===== src/rtl/score_keeper.sv =====
`default_nettype none
// ============================================================================
// Module   : score_keeper
// Purpose  : Keeps the BCD score and the player's lives. Invader hits are
//            queued so that simultaneous hits are all scored, one target per
//            cycle. A one-time extra life is awarded when the score crosses a
//            threshold. Player deaths, respawn delay and game over are
//            sequenced by a small state machine. Sits between the collision
//            detectors and the HUD renderer.
// Ports    : clk               - system clock
//            rst_n             - synchronous active-low reset
//            invader_collision - per-target hit pulses, any number per cycle
//            player_collision  - player hit pulse
//            new_game          - restart request, honoured only in GAME_OVER
//            score             - BCD score, 4*SCORE_DIGITS bits
//            lives             - remaining lives
//            player_alive      - high while PLAYING
//            game_over         - high while in GAME_OVER
//            score_busy        - hit queue holds unserved hits
//            extra_life        - one-cycle pulse when the extra life is awarded
//            hiscore           - best final score (SCORE_KEEPER_HISCORE_EN only)
// Options  : define SCORE_KEEPER_HISCORE_EN to add the hiscore output/register.
// Revision : 1.0 - initial release
// ============================================================================
module score_keeper #(
    parameter int                        NUM_TARGETS    = 6,
    parameter int                        SCORE_DIGITS   = 3,
    parameter logic [8*NUM_TARGETS-1:0]  TARGET_POINTS  = {8'h30, 8'h20, 8'h20, 8'h10, 8'h10, 8'h10},
    parameter int                        LIVES_W        = 2,
    parameter int                        START_LIVES    = 3,
    parameter int                        MAX_LIVES      = 3,
    parameter logic [4*SCORE_DIGITS-1:0] EXTRA_LIFE_AT  = 12'h050,
    parameter logic [15:0]               RESPAWN_CYCLES = 16'd120
) (
    input  logic                      clk,
    input  logic                      rst_n,
    input  logic [NUM_TARGETS-1:0]    invader_collision,
    input  logic                      player_collision,
    input  logic                      new_game,
    output logic [4*SCORE_DIGITS-1:0] score,
    output logic [LIVES_W-1:0]        lives,
    output logic                      player_alive,
    output logic                      game_over,
    output logic                      score_busy,
    output logic                      extra_life
`ifdef SCORE_KEEPER_HISCORE_EN
    ,
    output logic [4*SCORE_DIGITS-1:0] hiscore
`endif
);

    localparam int                  c_SW           = 4 * SCORE_DIGITS;
    localparam logic [1:0]          c_ST_PLAYING   = 2'd0;
    localparam logic [1:0]          c_ST_DYING     = 2'd1;
    localparam logic [1:0]          c_ST_GAME_OVER = 2'd2;
    localparam logic [LIVES_W-1:0]  c_START_LIVES  = LIVES_W'(START_LIVES);
    localparam logic [LIVES_W-1:0]  c_MAX_LIVES    = LIVES_W'(MAX_LIVES);
    localparam logic [LIVES_W-1:0]  c_ONE_LIFE     = LIVES_W'(1);
    localparam logic [LIVES_W-1:0]  c_NO_LIVES     = '0;
    localparam logic [15:0]         c_RESPAWN_LAST = RESPAWN_CYCLES - 16'd1;
    localparam logic [c_SW-1:0]     c_ALL_NINES    = {SCORE_DIGITS{4'h9}};

    // ------------------------------------------------------------------------
    // Registered state
    // ------------------------------------------------------------------------
    logic [1:0]             r_state;
    logic [c_SW-1:0]        r_score;
    logic [LIVES_W-1:0]     r_lives;
    logic [NUM_TARGETS-1:0] r_pending;
    logic [15:0]            r_cnt;
    logic                   r_extra_awarded;
    logic                   r_extra_life;
    logic                   r_player_alive;
    logic                   r_game_over;
    logic                   r_busy;

    // ------------------------------------------------------------------------
    // Combinational next-value logic
    // ------------------------------------------------------------------------
    logic [NUM_TARGETS-1:0] w_gated;
    logic [NUM_TARGETS-1:0] w_served;
    logic [NUM_TARGETS-1:0] w_pending_next;
    logic [7:0]             w_points;
    logic [c_SW+7:0]        w_addend;
    logic [c_SW-1:0]        w_sum;
    logic [4:0]             w_digit_sum;
    logic [4:0]             w_digit_adj;
    logic                   w_carry;
    logic                   w_saturate;
    logic [c_SW-1:0]        w_score_next;
    logic                   w_award;
    logic                   w_death;
    logic [LIVES_W-1:0]     w_lives_after_death;
    logic [LIVES_W-1:0]     w_lives_next;

    always_comb begin
        w_gated             = '0;
        w_served            = '0;
        w_pending_next      = '0;
        w_points            = '0;
        w_addend            = '0;
        w_sum               = '0;
        w_digit_sum         = '0;
        w_digit_adj         = '0;
        w_carry             = 1'b0;
        w_saturate          = 1'b0;
        w_score_next        = r_score;
        w_award             = 1'b0;
        w_death             = 1'b0;
        w_lives_after_death = r_lives;
        w_lives_next        = r_lives;

        // Hits arriving in GAME_OVER are dropped; queued ones still drain.
        w_gated = (r_state != c_ST_GAME_OVER) ? invader_collision : '0;

        // Isolate the lowest pending bit (two's complement trick). A new hit
        // on a still-pending index simply ORs into the same bit.
        w_served       = r_pending & (-r_pending);
        w_pending_next = (r_pending & ~w_served) | w_gated;

        // w_served is one-hot (or zero), so an OR-mux picks its point value.
        for (int i = 0; i < NUM_TARGETS; i++) begin
            if (w_served[i]) begin
                w_points = w_points | TARGET_POINTS[8*i +: 8];
            end
        end

        // Digit-serial BCD ripple add. The addend is widened so that a
        // narrow score still sees the upper point digit (forcing saturation).
        w_addend = {{c_SW{1'b0}}, w_points};
        for (int d = 0; d < SCORE_DIGITS; d++) begin
            w_digit_sum = {1'b0, r_score[4*d +: 4]} + {1'b0, w_addend[4*d +: 4]} + {4'b0000, w_carry};
            w_digit_adj = w_digit_sum - 5'd10;
            if (w_digit_sum > 5'd9) begin
                w_sum[4*d +: 4] = w_digit_adj[3:0];
                w_carry         = 1'b1;
            end else begin
                w_sum[4*d +: 4] = w_digit_sum[3:0];
                w_carry         = 1'b0;
            end
        end
        w_saturate = w_carry | (|w_addend[c_SW +: 8]);

        if (r_pending != '0) begin
            w_score_next = w_saturate ? c_ALL_NINES : w_sum;
        end

        w_award = (EXTRA_LIFE_AT != '0) && !r_extra_awarded && (w_score_next >= EXTRA_LIFE_AT);

        // Death is applied before the award, so a simultaneous death and
        // award always nets to an unchanged life count.
        w_death = (r_state == c_ST_PLAYING) && player_collision;
        if (w_death) begin
            w_lives_after_death = r_lives - c_ONE_LIFE;
        end
        w_lives_next = w_lives_after_death;
        if (w_award && (w_lives_after_death < c_MAX_LIVES)) begin
            w_lives_next = w_lives_after_death + c_ONE_LIFE;
        end
    end

    // ------------------------------------------------------------------------
    // Main sequential block: queue, score, lives and game FSM
    // ------------------------------------------------------------------------
    always_ff @(posedge clk) begin
        if (!rst_n) begin
            r_state         <= c_ST_PLAYING;
            r_score         <= '0;
            r_lives         <= c_START_LIVES;
            r_pending       <= '0;
            r_cnt           <= '0;
            r_extra_awarded <= 1'b0;
            r_extra_life    <= 1'b0;
            r_player_alive  <= 1'b1;
            r_game_over     <= 1'b0;
            r_busy          <= 1'b0;
        end else if ((r_state == c_ST_GAME_OVER) && new_game) begin
            // Fresh game: any queued or same-cycle hits are discarded.
            r_state         <= c_ST_PLAYING;
            r_score         <= '0;
            r_lives         <= c_START_LIVES;
            r_pending       <= '0;
            r_cnt           <= '0;
            r_extra_awarded <= 1'b0;
            r_extra_life    <= 1'b0;
            r_player_alive  <= 1'b1;
            r_game_over     <= 1'b0;
            r_busy          <= 1'b0;
        end else begin
            r_pending    <= w_pending_next;
            r_busy       <= |w_pending_next;
            r_score      <= w_score_next;
            r_lives      <= w_lives_next;
            r_extra_life <= w_award;
            if (w_award) begin
                r_extra_awarded <= 1'b1;
            end

            case (r_state)
                c_ST_PLAYING: begin
                    if (w_death) begin
                        r_player_alive <= 1'b0;
                        if (w_lives_next == c_NO_LIVES) begin
                            r_state     <= c_ST_GAME_OVER;
                            r_game_over <= 1'b1;
                        end else begin
                            r_state <= c_ST_DYING;
                            r_cnt   <= c_RESPAWN_LAST;
                        end
                    end
                end
                c_ST_DYING: begin
                    if (r_cnt == 16'd0) begin
                        r_state        <= c_ST_PLAYING;
                        r_player_alive <= 1'b1;
                    end else begin
                        r_cnt <= r_cnt - 16'd1;
                    end
                end
                c_ST_GAME_OVER: begin
                    // Held here until new_game; queue keeps draining above.
                end
                default: begin
                    r_state        <= c_ST_PLAYING;
                    r_player_alive <= 1'b1;
                    r_game_over    <= 1'b0;
                end
            endcase
        end
    end

`ifdef SCORE_KEEPER_HISCORE_EN
    // ------------------------------------------------------------------------
    // High score: captured once the final score has settled in GAME_OVER.
    // Survives new_game; only reset clears it. Valid BCD orders like binary.
    // ------------------------------------------------------------------------
    logic [c_SW-1:0] r_hiscore;

    always_ff @(posedge clk) begin
        if (!rst_n) begin
            r_hiscore <= '0;
        end else if ((r_state == c_ST_GAME_OVER) && (r_pending == '0) && (r_score > r_hiscore)) begin
            r_hiscore <= r_score;
        end
    end

    assign hiscore = r_hiscore;
`endif

    assign score        = r_score;
    assign lives        = r_lives;
    assign player_alive = r_player_alive;
    assign game_over    = r_game_over;
    assign score_busy   = r_busy;
    assign extra_life   = r_extra_life;

endmodule
`default_nettype wire


===== config.mk =====
export PLATFORM = sky130hd
export DESIGN_NAME = score_keeper
export DESIGN_NICKNAME = d
export VERILOG_FILES = /design/src/rtl/score_keeper.sv
export SDC_FILE = /design/constraint.sdc
export NUM_CORES = 1
export LEC_CHECK = 0
export BUFFER_PORTS_ARGS = -buffer_cell sky130_fd_sc_hd__buf_4
export CAP_MARGIN = 30
export CORE_UTILIZATION = 30
export DETAILED_ROUTE_END_ITERATION = 6
export PLACE_DENSITY = 0.55
export SYNTH_ARGS = -nofsm -noshare
export SYNTH_HDL_FRONTEND = slang
export SYNTH_SLANG_ARGS = --single-unit

===== constraint.sdc =====
create_clock -name clk -period 4.69 [get_ports clk]
set_clock_uncertainty 0.2 [all_clocks]
set_input_delay 0.2345 -clock clk [delete_from_list [all_inputs] [get_ports clk]]
set_output_delay 0.2345 -clock clk [all_outputs]
set_load 0.1 [all_outputs]

==> results.json, run 1 <==
{
  "fin_cells": 500,
  "end_kind": "flop",
  "critPathMaxFanout": 6,
  "timing.hold.ws_ns": 0.008060,
  "antenna_found_initial": 0,
  "p_int_mw": 1.041,
  "yosysMostFrequentCell": "dfxtp_1",
  "dp_cells": 474,
  "dpl_worst_slack_ns": -0.3702,
  "synth-edff-count": 0,
  "slowest_delay_ns": 0.40,
  "cp_data_required_time_ns": 4.73,
  "cp_num_buf_inv": 6,
  "cts_root_buffer": "clkbuf_8",
  "cellLeakagePower_nw": 1.553,
  "p_seq_frac": 0.270,
  "cts.path.max_buffers": 2,
  "vias": 2600,
  "track_usage": 0.1459,
  "holdCritPathClass": "in2reg",
  "syn_area_per_cell_um2": 8.550,
  "final_max_slew_viol_count": 0,
  "synth.cell_area_mm2": 0.002719,
  "hold_viol": 0,
  "setup_slack_ns": -0.3142,
  "period_needed_ns": 5.004,
  "crit_type": "reg2reg",
  "ioPinCount": 28,
  "drc_errors": 0,
  "setup_viol": 20,
  "violations": "setup timing",
  "grt-ovfl-total": 0,
  "grt_pass1_wl_mm": 11.46,
  "syn_to_final_growth_pct": 35.89,
  "hpwl_mm": 4.844,
  "core_area_mm2": 0.008763,
  "swShare": 0.4707,
  "cts_inserted_buffers": 5,
  "fill_cells": 874,
  "synth.distinct_cells": 65,
  "via_per_inst": 5.200,
  "rows": 34,
  "ys_top_cells_by_area": "dfxtp_1, ha_1, a21oi_1",
  "postRouteAntennaNets": 0,
  "num-nets-final": 416,
  "synth_warnings": 0,
  "relSlewSlack": 0.2701,
  "rsz0062_at_grt": "yes",
  "die-area_mm2": 0.009448,
  "synthCells": 318,
  "yosysTopAreaCellShare": 0.3166,
  "cp_top_family": "compound AO/OA/AOI/OAI gates",
  "worstMarginPinSlew_ns": 1.095,
  "cts_sinks": 43,
  "synth_common_cells": "dfxtp_1, nand2_1, nor2_1",
  "gp_congestion": 0.7670,
  "clk_latency_ns": 0.29,
  "start_util": 0.3103,
  "num_antenna_cells": 0,
  "grt_pass1_vias": 2519,
  "drt_wl_total_mm": 6.835,
  "finalCritPeriodShare": 1.067,
  "synthFlopType": "dfxtp_1",
  "arrival_ns": 5.04,
  "port_buffers": 27,
  "max_freq_mhz": 199.8,
  "clk_pin_slew_ns": 0.08,
  "drv_cap": 0,
  "final_util": 0.4216,
  "ys_ff_latch": 43,
  "cts_tree": "built",
  "cp_slowest_cell": "or3_4",
  "run_status": "finished with violations",
  "async_flop_share": 0,
  "crit_path_start_kind": "flop",
  "drive_above_1_share": 0.3520,
  "syn-num-nets": 342,
  "yosysTopAreaCell": "dfxtp_1",
  "wl_per_cell_um": 13.67,
  "die_y_um": 97.20,
  "p_per_area_mw_per_mm2": 532.5,
  "htreeDepth": 2,
  "drt-initial-drc-count": 58,
  "ys_seq_area_frac": 0.3166,
  "grt_max_degree": 21,
  "p_sw_uw": 926.1,
  "dr.pass1.iters": 4,
  "die-width_um": 97.20,
  "power.share.clock": 0.118,
  "irDropWorstVdd_mv": 0.4193,
  "pwr-share-comb": 0.612
}
## layer usage
layer,vias up,share of wire,track usage
li1,1314,-,-
met1,1243,0.47,0.1836
met2,37,0.48,0.2535
met3,6,0.033,0.03022
met4,0,0.010,0.03559
met5,-,0,0
## worst paths after layout
kind / startpoint / end / slack, ns / cells past startpoint
max: score[2] / r_cnt[13] / -0.31 / 25
min: rst_n / r_pending[0] / 0.008 / 2
max reg2reg: score[2] / r_cnt[13] / -0.31 / 25
min reg2reg: r_cnt[8] / r_cnt[8] / 0.27 / 2
## layout by cell type, fill, tap and decap left out, types with 6 or more instances in the layout
| cell | n |
|---|---|
| buf_4 | 69 |
| dfxtp_1 | 39 |
| nand2_1 | 33 |
| nor2_1 | 27 |
| a21oi_1 | 21 |
| inv_1 | 14 |
| or3_1 | 11 |
| nor3_1 | 11 |
| o21ai_0 | 10 |
| or4_1 | 8 |
| ha_1 | 8 |
| a31oi_1 | 7 |
| and2_1 | 6 |
| buf_6 | 6 |
## state kept, by name (all words and copies together), names as in the netlist
register / count
extra_life: 1
game_over: 1
lives: 2
player_alive: 1
r_cnt: 16
r_extra_awarded: 1
r_pending: 6
r_state: 2
score: 12
score_busy: 1
## cell type report
| class | count | area, um^2 | area share |
|---|---|---|---|
| tap | 108 | 135.1 | 0.03657 |
| clock buffer | 7 | 76.32 | 0.02066 |
| inverter | 19 | 76.32 | 0.02066 |
| sequential | 43 | 870.8 | 0.2357 |
| timing repair buffer | 80 | 653.1 | 0.1768 |
| multi-input combinational | 243 | 1883 | 0.5097 |
## power by group through the flow
stage	clock [mW]	combinational (mW)	sequential, mW
global placement	0	1.03	0.533
finish	0.232	1.20	0.531
CTS	0.241	1.14	0.528
global route	0.258	1.32	0.545
floorplan	0	0.651	0.686
detailed placement	0	1.05	0.536
## stage by stage
stage | cell area, um^2 | setup TNS, ns | total power [mW]
final | 3695 | -4.330 | 1.967
after global routing | 3695 | -9.070 | 2.119
after global placement | 3303 | -2.953 | 1.566
after floorplan | 2796 | -8.043 | 1.337
after CTS | 3583 | -3.400 | 1.913
after detailed placement | 3331 | -4.607 | 1.586
## kinds of logic after synthesis
group           after synthesis  share of synthesized area
simple gates                125                     0.2563
compound gates               93                     0.2623
flops                        43                     0.3166
buf+inv                      32                    0.05430
fa+ha+maj                    15                    0.07363
mux                           6                    0.02393
xor+xnor                      4                    0.01289
## timing repair
item	4_1_cts	5_1_grt
hold endpoints to repair	4	0
cloned	0	0
buffers inserted	11	5
endpoints found under the setup margin	19	21
hold buffers	4	0
gates resized for setup	13	19
pin swaps	17	15
## worst register-to-register path: cells and delay by family, from the launching register on
kind	cells	cell delay, ns
buffers and inverters	6	0.60
AOI/OAI and AO/OA	8	1.19
adders and majority gates	5	1.10
DFF	1	0.36
muxes	1	0.37
and+or+nand+nor	5	1.14
Power figures use the tool's default switching activity.
==> run 2: changes to the inputs <==
Settings changed: REMOVE_ABC_BUFFERS set to 1.
==> run 2 against run 1 <==
  * Critical endpoint is now r_cnt[9]
  * Count of clock-buffer cells in the layout shrank 2
  * First-iteration DRC count grew 21%
  * The run still ends with setup timing left
  * Non-clock buffer count shrank 6
  * Sequential share of layout area grew 0.45 points
  * Routed wire length shrank 3.5%
==> results.json, run 2 (same netlist as run 1, synthesis figures left out) <==
{
  "run_status": "finished with violations",
  "violations": "setup timing",
  "end_kind": "flop",
  "postRouteAntennaNets": 0,
  "setup_viol": 19,
  "rr_endpoint": "r_cnt[9]",
  "track_usage": 0.1451,
  "swShare": 0.4741,
  "syn_to_final_growth_pct": 32.21,
  "grt_max_degree": 18,
  "largest-register": "r_cnt",
  "regToRegStartpoint": "score[1]",
  "clk_latency_ns": 0.29,
  "via_per_inst": 5.109,
  "worstMarginPinSlew_ns": 1.043,
  "setup_slack_ns": -0.2137,
  "hpwl_mm": 4.682,
  "cp-endpoint": "r_cnt[9]",
  "grt-ovfl-total": 0,
  "vias": 2534,
  "cts_root_buffer": "clkbuf_8",
  "drc_errors": 0,
  "max_freq_mhz": 203.9,
  "rsz0062_at_grt": "yes",
  "die_y_um": 97.20,
  "final_cell_mix": "buf_4, dfxtp_1, nand2_1, nor2_1, a21oi_1",
  "ioPinCount": 28,
  "num-nets-final": 411,
  "crit_type": "reg2reg",
  "cts_tree": "built",
  "start_util": 0.3103,
  "drv_cap": 0,
  "irDropWorstVdd_mv": 0.1725,
  "p_per_area_mw_per_mm2": 525.7,
  "die-area_mm2": 0.009448,
  "core_area_mm2": 0.008763,
  "cp-startpoint": "score[1]",
  "dr.pass1.iters": 4,
  "pwr-share-comb": 0.603,
  "drive_above_1_share": 0.3273,
  "arrival_ns": 4.89,
  "cts_inserted_buffers": 5,
  "htreeDepth": 2,
  "final_common_cell": "buf_4",
  "period_needed_ns": 4.904,
  "grt_pass1_wl_mm": 11.51,
  "grtUsageMet2": 0.2584,
  "drt_wl_total_mm": 6.593,
  "dpl_worst_slack_ns": -0.5572,
  "holdCritPathClass": "in2reg",
  "cp_data_required_time_ns": 4.67,
  "cellLeakagePower_nw": 1.524,
  "fill_cells": 888,
  "cts.path.max_buffers": 2,
  "gp_congestion": 0.8034,
  "cts_sinks": 43,
  "rows": 34,
  "port_buffers": 27,
  "clk_pin_slew_ns": 0.08,
  "crit_path_start_kind": "flop",
  "power_mw": 1.890,
  "regToRegSetupSlack_ns": -0.21,
  "drt-initial-drc-count": 70,
  "num_antenna_cells": 0,
  "p_seq_frac": 0.275,
  "hold_viol": 0,
  "use_met1": 0.1826,
  "wl_per_cell_um": 13.29,
  "finalCritPeriodShare": 1.046,
  "antenna_found_initial": 0,
  "relSlewSlack": 0.3049,
  "final_max_slew_viol_count": 0,
  "largest_reg_flops": 16,
  "p_sw_uw": 895.8,
  "power.share.clock": 0.122,
  "p_int_uw": 993.8,
  "die-width_um": 97.20,
  "grt_pass1_vias": 2522,
  "ff2ff_path_depth": 25,
  "critPathMaxFanout": 5,
  "busiest_layer": "met2",
  "met3_usage": 0.02230
}
-- run 2: power by group through the flow --
stage / registers, mW / clock network [mW] / logic [mW]
2_1_floorplan: 0.690 / 0 / 0.621
3_3_place_gp: 0.525 / 0 / 1.05
3_5_place_dp: 0.526 / 0 / 1.07
4_1_cts: 0.519 / 0.240 / 1.13
5_1_grt: 0.534 / 0.255 / 1.26
6_report: 0.519 / 0.230 / 1.14
-- run 2: worst min path at each step --
stage | startpoint | to | cells after the start | slack (ns)
4_1_cts | invader_collision[5] | r_pending[5] | 3 | 0.004
6_report | invader_collision[1] | r_pending[1] | 3 | 0.001
2_1_floorplan | invader_collision[4] | r_pending[4] | 2 | 0.17
5_1_grt | invader_collision[3] | r_pending[3] | 3 | 0.01
3_5_place_dp | r_cnt[8] | r_cnt[8] | 2 | 0.28
3_3_place_gp | r_cnt[8] | r_cnt[8] | 2 | 0.27
-- run 2: cell type report --
type	instances	area, um^2	area share
flip-flops and latches	43	863.3	0.2402
multi-input cells	244	1847	0.5137
clock inverters	3	15.01	0.004177
clock buffers	5	68.82	0.01914
inverters	19	71.32	0.01984
repair buffers	74	594.3	0.1653
well taps	108	135.1	0.03759
-- run 2: metrics by stage --
step           std cells  cell area [um^2]  TNS (ns)  hold slack [ns]    util
3_5_place_dp         478              3286    -8.441           0.2804  0.3749
4_1_cts              494              3568    -2.616         0.003577  0.4072
3_3_place_gp         477              3258    -6.486           0.2720  0.3718
5_1_grt              496              3595    -8.700          0.01457  0.4102
6_report             496              3595    -3.039         0.001453  0.4102
2_1_floorplan        305              2643    -31.71           0.1705       -
-- run 2: per-layer routing --
| metal | part of all wire | up-vias |
|---|---|---|
| met3 | 0.030 | 6 |
| met1 | 0.46 | 1194 |
| met2 | 0.50 | 29 |
| met4 | 0.010 | 0 |
| li1 | - | 1305 |
| met5 | 0 | - |
-- run 2: critical path, cell delays in order, from the launching register on --
cell      delay, ns
dfxtp_2        0.34
inv_2          0.05
ha_4           0.15
inv_2          0.06
ha_4           0.13
a31oi_4        0.03
a41oi_2        0.24
fa_2           0.26
inv_2          0.04
fa_2           0.36
and2b_1        0.19
o21ai_2        0.12
nand2_1        0.06
nor2_1         0.11
ha_2           0.21
ha_4           0.21
nand2b_4       0.13
a31o_1         0.19
and3_4         0.17
or3_4          0.38
o211ai_4       0.20
a211oi_4       0.12
mux2_4         0.37
o31ai_4        0.26
buf_4          0.17
a21oi_1        0.04
-- run 2: what timing repair did --
action	4_1_cts	5_1_grt
gates cloned	1	0
resized for setup	31	5
pin swaps	14	1
hold buffers	3	0
setup endpoints to repair	21	21
buffers inserted	4	2
hold endpoints to repair	2	0
